File: config.mk
export PLATFORM = sky130hd
export DESIGN_NAME = load_unit_flat
export DESIGN_NICKNAME = d
export VERILOG_FILES = /design/src/rtl/load_unit_if.sv /design/src/rtl/load_unit.sv /design/src/flat_wrapper.sv
export SDC_FILE = /design/constraint.sdc
export NUM_CORES = 1
export LEC_CHECK = 0
export ABC_AREA = 1
export CAP_MARGIN = 15
export CORE_ASPECT_RATIO = 1.25
export CORE_MARGIN = 10
export CORE_UTILIZATION = 50
export DETAILED_ROUTE_END_ITERATION = 10
export PLACE_DENSITY = 0.92
export SYNTH_ARGS = -nofsm -noshare
export SYNTH_HDL_FRONTEND = slang
export SYNTH_SLANG_ARGS = --single-unit
export TNS_END_PERCENT = 30
File: constraint.sdc
create_clock -name clk -period 3 [get_ports clk]
set_input_delay 0.6 -clock clk [delete_from_list [all_inputs] [get_ports clk]]
set_output_delay 0.6 -clock clk [all_outputs]
set_load 0.05 [all_outputs]
File: src/rtl/load_unit_if.sv
// Data-memory read port shared by the load unit and memory.
// master drives the request; slave returns data and ready.
interface load_unit_if;
  logic [31:0] address;
  logic        read_enable;
  logic [31:0] mem_read_data;
  logic        mem_ready;

  modport master (
    output address,
    output read_enable,
    input  mem_read_data,
    input  mem_ready
  );

  modport slave (
    input  address,
    input  read_enable,
    output mem_read_data,
    output mem_ready
  );
endinterface

File: src/rtl/load_unit.sv
// MIPS load unit: decode, effective address, memory read, lane extract.
// Optional REQ watchdog enabled by defining LOAD_TIMEOUT_EN.
module load_unit #(
  parameter int TIMEOUT_CYCLES = 16,
  parameter int CNT_WIDTH      = 5
) (
  input  logic        clk,
  input  logic        reset,
  input  logic [31:0] instruction,
  input  logic        instr_valid,
  input  logic [31:0] Read_data1,
  load_unit_if.master mem,
  output logic        busy,
  output logic        reg_write,
  output logic [4:0]  write_reg,
  output logic [31:0] write_back_data,
  output logic        done,
  output logic        misaligned,
  output logic        timeout
);

  localparam logic [5:0] OP_LW  = 6'b100011;
  localparam logic [5:0] OP_LH  = 6'b100001;
  localparam logic [5:0] OP_LHU = 6'b100101;
  localparam logic [5:0] OP_LB  = 6'b100000;
  localparam logic [5:0] OP_LBU = 6'b100100;

  typedef enum logic [2:0] {
    IDLE, REQ, WB, FAULT, ABORT
  } state_t;

  state_t state, next;

  logic [5:0]  opc, op;
  logic [31:0] ea, addr, ext;
  logic [7:0]  lane_b;
  logic [15:0] lane_h;
  logic        is_load, mis, accept, rd_en;

  logic unused_bits;
  assign unused_bits = ^{instruction[25:21],
                         CNT_WIDTH'(TIMEOUT_CYCLES)};

  assign opc = instruction[31:26];
  assign ea  = Read_data1
             + {{16{instruction[15]}}, instruction[15:0]};

  always_comb begin
    is_load = 1'b0;
    mis     = 1'b0;
    unique case (1'b1)
      (opc == OP_LW): begin
        is_load = 1'b1;
        mis     = |ea[1:0];
      end
      (opc == OP_LH),
      (opc == OP_LHU): begin
        is_load = 1'b1;
        mis     = ea[0];
      end
      (opc == OP_LB),
      (opc == OP_LBU): is_load = 1'b1;
      default: ;
    endcase
  end

  assign accept = (state == IDLE) && instr_valid && is_load;

  assign lane_b = mem.mem_read_data[{addr[1:0], 3'b000} +: 8];
  assign lane_h = addr[1] ? mem.mem_read_data[31:16]
                          : mem.mem_read_data[15:0];

  always_comb begin
    ext = mem.mem_read_data;
    unique case (1'b1)
      (op == OP_LB):  ext = {{24{lane_b[7]}}, lane_b};
      (op == OP_LBU): ext = {24'b0, lane_b};
      (op == OP_LH):  ext = {{16{lane_h[15]}}, lane_h};
      (op == OP_LHU): ext = {16'b0, lane_h};
      default: ;
    endcase
  end

`ifdef LOAD_TIMEOUT_EN
  logic [CNT_WIDTH-1:0] cnt;
  logic                 limit;

  assign limit = (cnt == CNT_WIDTH'(TIMEOUT_CYCLES - 1));

  // cnt counts REQ edges already spent without mem_ready
  always_ff @(posedge clk or negedge reset) begin
    if (!reset)
      cnt <= '0;
    else if (state != REQ)
      cnt <= '0;
    else if (!mem.mem_ready)
      cnt <= cnt + CNT_WIDTH'(1);
  end

  assign timeout = (state == ABORT);
`else
  assign timeout = 1'b0;
`endif

  always_comb begin
    next       = state;
    rd_en      = 1'b0;
    busy       = 1'b1;
    done       = 1'b0;
    reg_write  = 1'b0;
    misaligned = 1'b0;
    unique case (state)
      IDLE: begin
        busy = 1'b0;
        if (accept)
          next = mis ? FAULT : REQ;
      end
      REQ: begin
        rd_en = 1'b1;
        if (mem.mem_ready)
          next = WB;
`ifdef LOAD_TIMEOUT_EN
        else if (limit)
          next = ABORT;
`endif
      end
      WB: begin
        done      = 1'b1;
        reg_write = |write_reg;
        next      = IDLE;
      end
      FAULT: begin
        misaligned = 1'b1;
        next       = IDLE;
      end
      ABORT:   next = IDLE;
      default: next = IDLE;
    endcase
  end

  always_ff @(posedge clk or negedge reset) begin
    if (!reset) begin
      state           <= IDLE;
      addr            <= '0;
      op              <= '0;
      write_reg       <= '0;
      write_back_data <= '0;
    end else begin
      state <= next;
      if (accept) begin
        addr      <= ea;
        op        <= opc;
        write_reg <= instruction[20:16];
      end
      if (state == REQ && mem.mem_ready)
        write_back_data <= ext;
    end
  end

  assign mem.address     = addr;
  assign mem.read_enable = rd_en;

endmodule

File: src/flat_wrapper.sv
// flat-port wrapper written by rule: the top's interface ports become plain ports
module load_unit_flat 
#(
  parameter int TIMEOUT_CYCLES = 16,
  parameter int CNT_WIDTH      = 5
)
  (clk, reset, instruction, instr_valid, Read_data1, busy, reg_write, write_reg, write_back_data, done, misaligned, timeout, mem_address, mem_read_enable, mem_mem_read_data, mem_mem_ready);
  load_unit_if mem_i ();
  input  logic clk;
  input  logic reset;
  input  logic [31:0] instruction;
  input  logic instr_valid;
  input  logic [31:0] Read_data1;
  output logic busy;
  output logic reg_write;
  output logic [4:0] write_reg;
  output logic [31:0] write_back_data;
  output logic done;
  output logic misaligned;
  output logic timeout;
  output wire logic [$bits(mem_i.address)-1:0] mem_address;
  output wire logic [$bits(mem_i.read_enable)-1:0] mem_read_enable;
  input wire logic [$bits(mem_i.mem_read_data)-1:0] mem_mem_read_data;
  input wire logic [$bits(mem_i.mem_ready)-1:0] mem_mem_ready;
  assign mem_address = mem_i.address;
  assign mem_read_enable = mem_i.read_enable;
  assign mem_i.mem_read_data = mem_mem_read_data;
  assign mem_i.mem_ready = mem_mem_ready;
  load_unit #(.TIMEOUT_CYCLES(TIMEOUT_CYCLES), .CNT_WIDTH(CNT_WIDTH)) u_core (.clk(clk), .reset(reset), .instruction(instruction), .instr_valid(instr_valid), .Read_data1(Read_data1), .mem(mem_i), .busy(busy), .reg_write(reg_write), .write_reg(write_reg), .write_back_data(write_back_data), .done(done), .misaligned(misaligned), .timeout(timeout));
endmodule
Word-level counts from Yosys, hierarchy flattened

Cells that the tools add are included.
W data, S select, Z words.

Output and inout port bits: 75
Flip-flop bits (word level): 78

Mux-type cells: 13
Add/subtract/negate cells: 1
Reduce and logical (&&, ||, !) cells: 9
Equal/unequal tests: 14
Shift-type cells: 1

Operator list:

| operator             | number |
|---|---|
| $pmux W32 S4         | 1 |
| $eq A6 B6 Y1 const B | 9 |
| $add A32 B32 Y32     | 1 |
| $shiftx A32 B6 Y8    | 1 |
| $mux W16             | 1 |
| $reduce_or A5 Y1     | 2 |
| $eq A3 B2 Y1 const B | 2 |
| $mux W1              | 6 |
| $mux W3              | 2 |
| $pmux W3 S2          | 1 |
| $reduce_or A2 Y1     | 2 |
| $eq A3 B1 Y1 const B | 1 |
| $logic_and A1 B1 Y1  | 3 |
| $logic_not A3 Y1     | 1 |
| $mux W2              | 1 |
| $ne A2 B1 Y1 const B | 1 |
| $ne A2 B2 Y1 const B | 1 |
| $pmux W1 S2          | 1 |
| $reduce_and A2 Y1    | 1 |

Depth between registers and ports, before layout

Word-level depth: 6
Depth in mapped cells: 12
Depth with buffers taken out: 12

Worst setup path after synthesis

Ideal clock, no wire load.

Kind: register to output
Start point: reg u_core.state[1]
End point: out reg_write
Required time: 2400 ps
Cell stages (with the launch flop): 5
Setup slack: 754 ps
Arrival: 1646 ps
Cells stage by stage: dfrtp_1 > inv_1 > nor2_1 > o41ai_1 > inv_1

Cells in the longest elaborated chain, start to end: 2

Ends and longest elaborated chain:

| item                     | RTL line           | RTL |
|---|---|---|
| start: declaration       | load_unit.sv:32    | `state_t state, next;` |
| start signal: assignment | load_unit.sv:149   | `state <= next;` |
| $eq A3 B2 Y1             | load_unit.sv:112   | `unique case (state)` |
| $mux W1                  | load_unit.sv:112   |  |
| end: declaration         | flat_wrapper.sv:15 | `output logic reg_write;` |

No other way between the ends.

Final worst setup path

Start point: reg u_core.write_reg[1]
End point: out reg_write

Cells in the longest elaborated chain, start to end: 2

Ends and longest elaborated chain:

| item                     | RTL line         | RTL |
|---|---|---|
| start: declaration       | load_unit.sv:15  | `output logic [4:0] write_reg,` |
| start signal: assignment | load_unit.sv:153 | `write_reg <= instruction[20:16];` |
| $reduce_or A5 Y1         | load_unit.sv:129 | `reg_write = \|write_reg;` |
| $mux W1                  | load_unit.sv:112 |  |

No other way between the ends.

==> key figures <==
Pwr
  – Leakage Power: 0.00421 uW
  – Power per cell area: roughly 780 nW/um2
  – Peak VDD IR: 0.457 mV

Floorplan
  – Die W: 119 um
  – Chip height: 144 um
  – Standard-cell rows: 45
  – Initial Util: 50.7%
  – CORE AREA: approximately 12000 um2
  – Top-Level Pins: 175
  – Die area: ~17000 um2

Clock tree
  – CTS H-tree lvls: 3
  – Num CTS Buffers: 9
  – Post-CTS sizing: 0
  – CTS tree: yes
  – Register clock-pin slew on the reported worst setup and hold paths: roughly 0.06 ns
  – Sink Count: 77
  – Clock root buffer: clkbuf_16
  – # Post-CTS Setup Buffers: 0
  – Worst-skew pair later-pin latency: 0.34 ns
  – Post-CTS Hold Buffers: 0
  – CTS Buffer Depth: 2

Logic synthesis
  – Post-synthesis async set-or-reset flop share: 100%
  – Synthesized area per cell: between 6 and 7 um2
  – Cell Area, Synth: roughly 6100 um2
  – Synth warnings: 0
  – Synthesized net count: 1056
  – Netlist cell types: 47
  – Post-synth EDFFs: 0
  – Top FF cell, synth: dfrtp_1
  – Register area share after synthesis: 31.6%
  – Yosys reg bits: 77
  – Post-Syn Instances: approximately 900

Run status
  – Status: finished clean

Timing
  – Fin. Hold Viols: 0
  – Slew Limit Fails: 0
  – Final setup viols: 0
  – RSZ-0062 raised after global routing: no
  – Worst-margin pin slew: between 1 and 1.5 ns
  – Clock Skew: around 0.0055 ns
  – FMAX: 372 MHz
  – Fin Setup TNS: 0 ns
  – Tmin final: 2.69 ns
  – Period Utilization, post-route: between 80% and 90%
  – Rel. slew slack: 31.3%
  – Worst hold slack: 0.442 ns

Worst setup path
  – Slowest cell on crit path: clkdlybuf4s50_1
  – Crit path DAT: 2.09 ns
  – CP peak stage delay: 0.71 ns
  – Worst setup EP type: output pin
  – CP required: around 2.4 ns
  – Critical path, cell by cell: or2_2 -> o41ai_1 -> inv_1 -> clkdlybuf4s50_1
  – Startpoint types: flop
  – Setup CP Type: reg2out
  – Max Fanout on Critical Path: 3

Global route
  – Initial antenna violation count: 0
  – Largest net degree at the start of global routing: 78
  – Vias in the first global route: 6505
  – Global Route Usage Sum: approximately 23%
  – First-pass GRT wire length: 31700 um
  – GR Overflow Total: 0

Finish
  – Final Core Density: roughly two thirds
  – Share of layout cells above drive strength 1: 6.07%
  – Area Growth Syn to Fin: 34.9%
  – Fillers: 1039
  – Nets: approximately 1200
  – Antenna cell count: 0

Drt
  – Pre-antenna DRT Iters: 5
  – Via-to-Cell Ratio: 5.24
  – Routed length per instance: 15.5 um
  – Final antenna-violating net count: 0
  – DRC Markers: 0
  – Routed wire length: 19400 um
  – Via count: 6566
  – Iteration-0 DRC Markers: 733

Flow run
  – Max-cap violations: 0

Placement
  – Post-DP HPWL: 15300 um
  – Port Buffers: about 170
  – Final Wtd Congestion: 0.960

Min path
  – HP Class: in2async
==> logic make-up after synthesis <==
family,Yosys count,share of synthesized area (%)
flip-flops,77,31.6
AO/OA/AOI/OAI,125,13.3
adder cells (fa/ha/maj),32,6.68
buffers and inverters,176,11.8
AND/OR/NAND/NOR,498,34.4
other,1,0.0614
XOR/XNOR,15,2.15
==> path summary, 6_finish.rpt <==
| path | startpoint | to | slack (ns) | cells after the start |
|---|---|---|---|---|
| worst max-delay path | u_core.write_reg[1]$_DFFE_PN0P_ | reg_write | 0.31 | 4 |
| worst min-delay path | reset | u_core.write_back_data[9]$_DFFE_PN0P_ | 0.44 | 1 |
| worst max register to register | u_core.mem.address[1]$_DFFE_PN0P_ | u_core.write_back_data[22]$_DFFE_PN0P_ | 0.99 | 9 |
| worst min register to register | u_core.op[5]$_DFFE_PN0P_ | u_core.op[5]$_DFFE_PN0P_ | 0.47 | 2 |
| max in group asynchronous | reset | u_core.write_back_data[23]$_DFFE_PN0P_ | 1.89 | 1 |
| min in group clk | u_core.op[5]$_DFFE_PN0P_ | u_core.op[5]$_DFFE_PN0P_ | 0.47 | 2 |
==> critical path, delay by kind of cell (launching register included) <==
kind / cells / cell delay, ns
DFF: 1 / 0.39
AOI/OAI and AO/OA: 1 / 0.27
and+or+nand+nor: 1 / 0.30
buffers and inverters: 2 / 0.78
==> cells in the final DEF, fill, tap and decap left out, types with 3 or more instances in the layout <==
| master | instances |
|---|---|
| o2bb2ai_2 | 10 |
| inv_1 | 138 |
| ha_1 | 31 |
| nand3_1 | 56 |
| or2_2 | 7 |
| clkdlybuf4s50_1 | 167 |
| inv_2 | 15 |
| o21bai_1 | 3 |
| nand2_1 | 334 |
| clkbuf_16 | 9 |
| o21ai_1 | 23 |
| o21a_1 | 7 |
| o21ai_0 | 16 |
| dfrtp_1 | 77 |
| buf_4 | 5 |
| o2bb2ai_1 | 5 |
| nor2_8 | 3 |
| a21oi_1 | 48 |
| nor2_1 | 75 |
| nor3_1 | 5 |
| nand4_1 | 4 |
| nor2_2 | 3 |
| bufinv_16 | 4 |
| nand3b_1 | 4 |
| xnor2_1 | 14 |
==> synth_stat cells (all sizes together) (3+ instances only) <==
| cell type | instances | area (um2) |
|---|---|---|
| xnor2 | 14 | 123 |
| nor3 | 6 | 41.3 |
| buf | 20 | 136 |
| o21bai | 3 | 22.5 |
| or2 | 8 | 50.1 |
| inv | 153 | 574 |
| a21oi | 49 | 249 |
| o21ai | 41 | 213 |
| clkbuf | 3 | 11.3 |
| nand3 | 57 | 298 |
| ha | 31 | 388 |
| o21a | 7 | 52.6 |
| dfrtp | 77 | 1930 |
| o2bb2ai | 15 | 194 |
| nand3b | 4 | 30.0 |
| nand4 | 4 | 25.0 |
| nand2 | 335 | 1260 |
| nor2 | 83 | 383 |
==> cell type report <==
class | count | area, um2 | share of cell area (%)
Multi-Input combinational cell | 671 | 3450 | 42.0
Sequential cell | 77 | 1930 | 23.4
Timing Repair Buffer | 172 | 1710 | 20.8
Inverter | 153 | 574 | 6.98
Clock buffer | 11 | 243 | 2.95
Tap cell | 164 | 205 | 2.49
Clock inverter | 4 | 120 | 1.46
==> where the power goes <==
group          leakage, uW  switching, uW  internal (uW)
Sequential        0.000932            258           1400
Combinational      0.00310           2280           1140
Clock             0.000176            437            916
==> per-stage QoR <==
stage / total power (uW) / setup slack, ns / instance area, um2 / instances
6_report: 6430 / 0.315 / 8230 / 1252
5_1_grt: 6770 / 0.262 / 8230 / 1252
4_1_cts: 6450 / 0.307 / 8230 / 1252
3_5_place_dp: 5090 / 0.222 / 7870 / 1237
3_3_place_gp: 5000 / 0.293 / 7870 / 1237
2_1_floorplan: 3910 / 0.754 / 6100 / 924
==> layer usage <==
metal / routed length (um) / GRT usage, % / vias to the layer above
li1: - / - / 3215
met1: 7630 / 25.2 / 2994
met2: 9710 / 41.2 / 306
met3: 1320 / 4.75 / 51
met4: 767 / 10.6 / 0
met5: 0 / 0 / -
(Power assumes the default switching activity.)
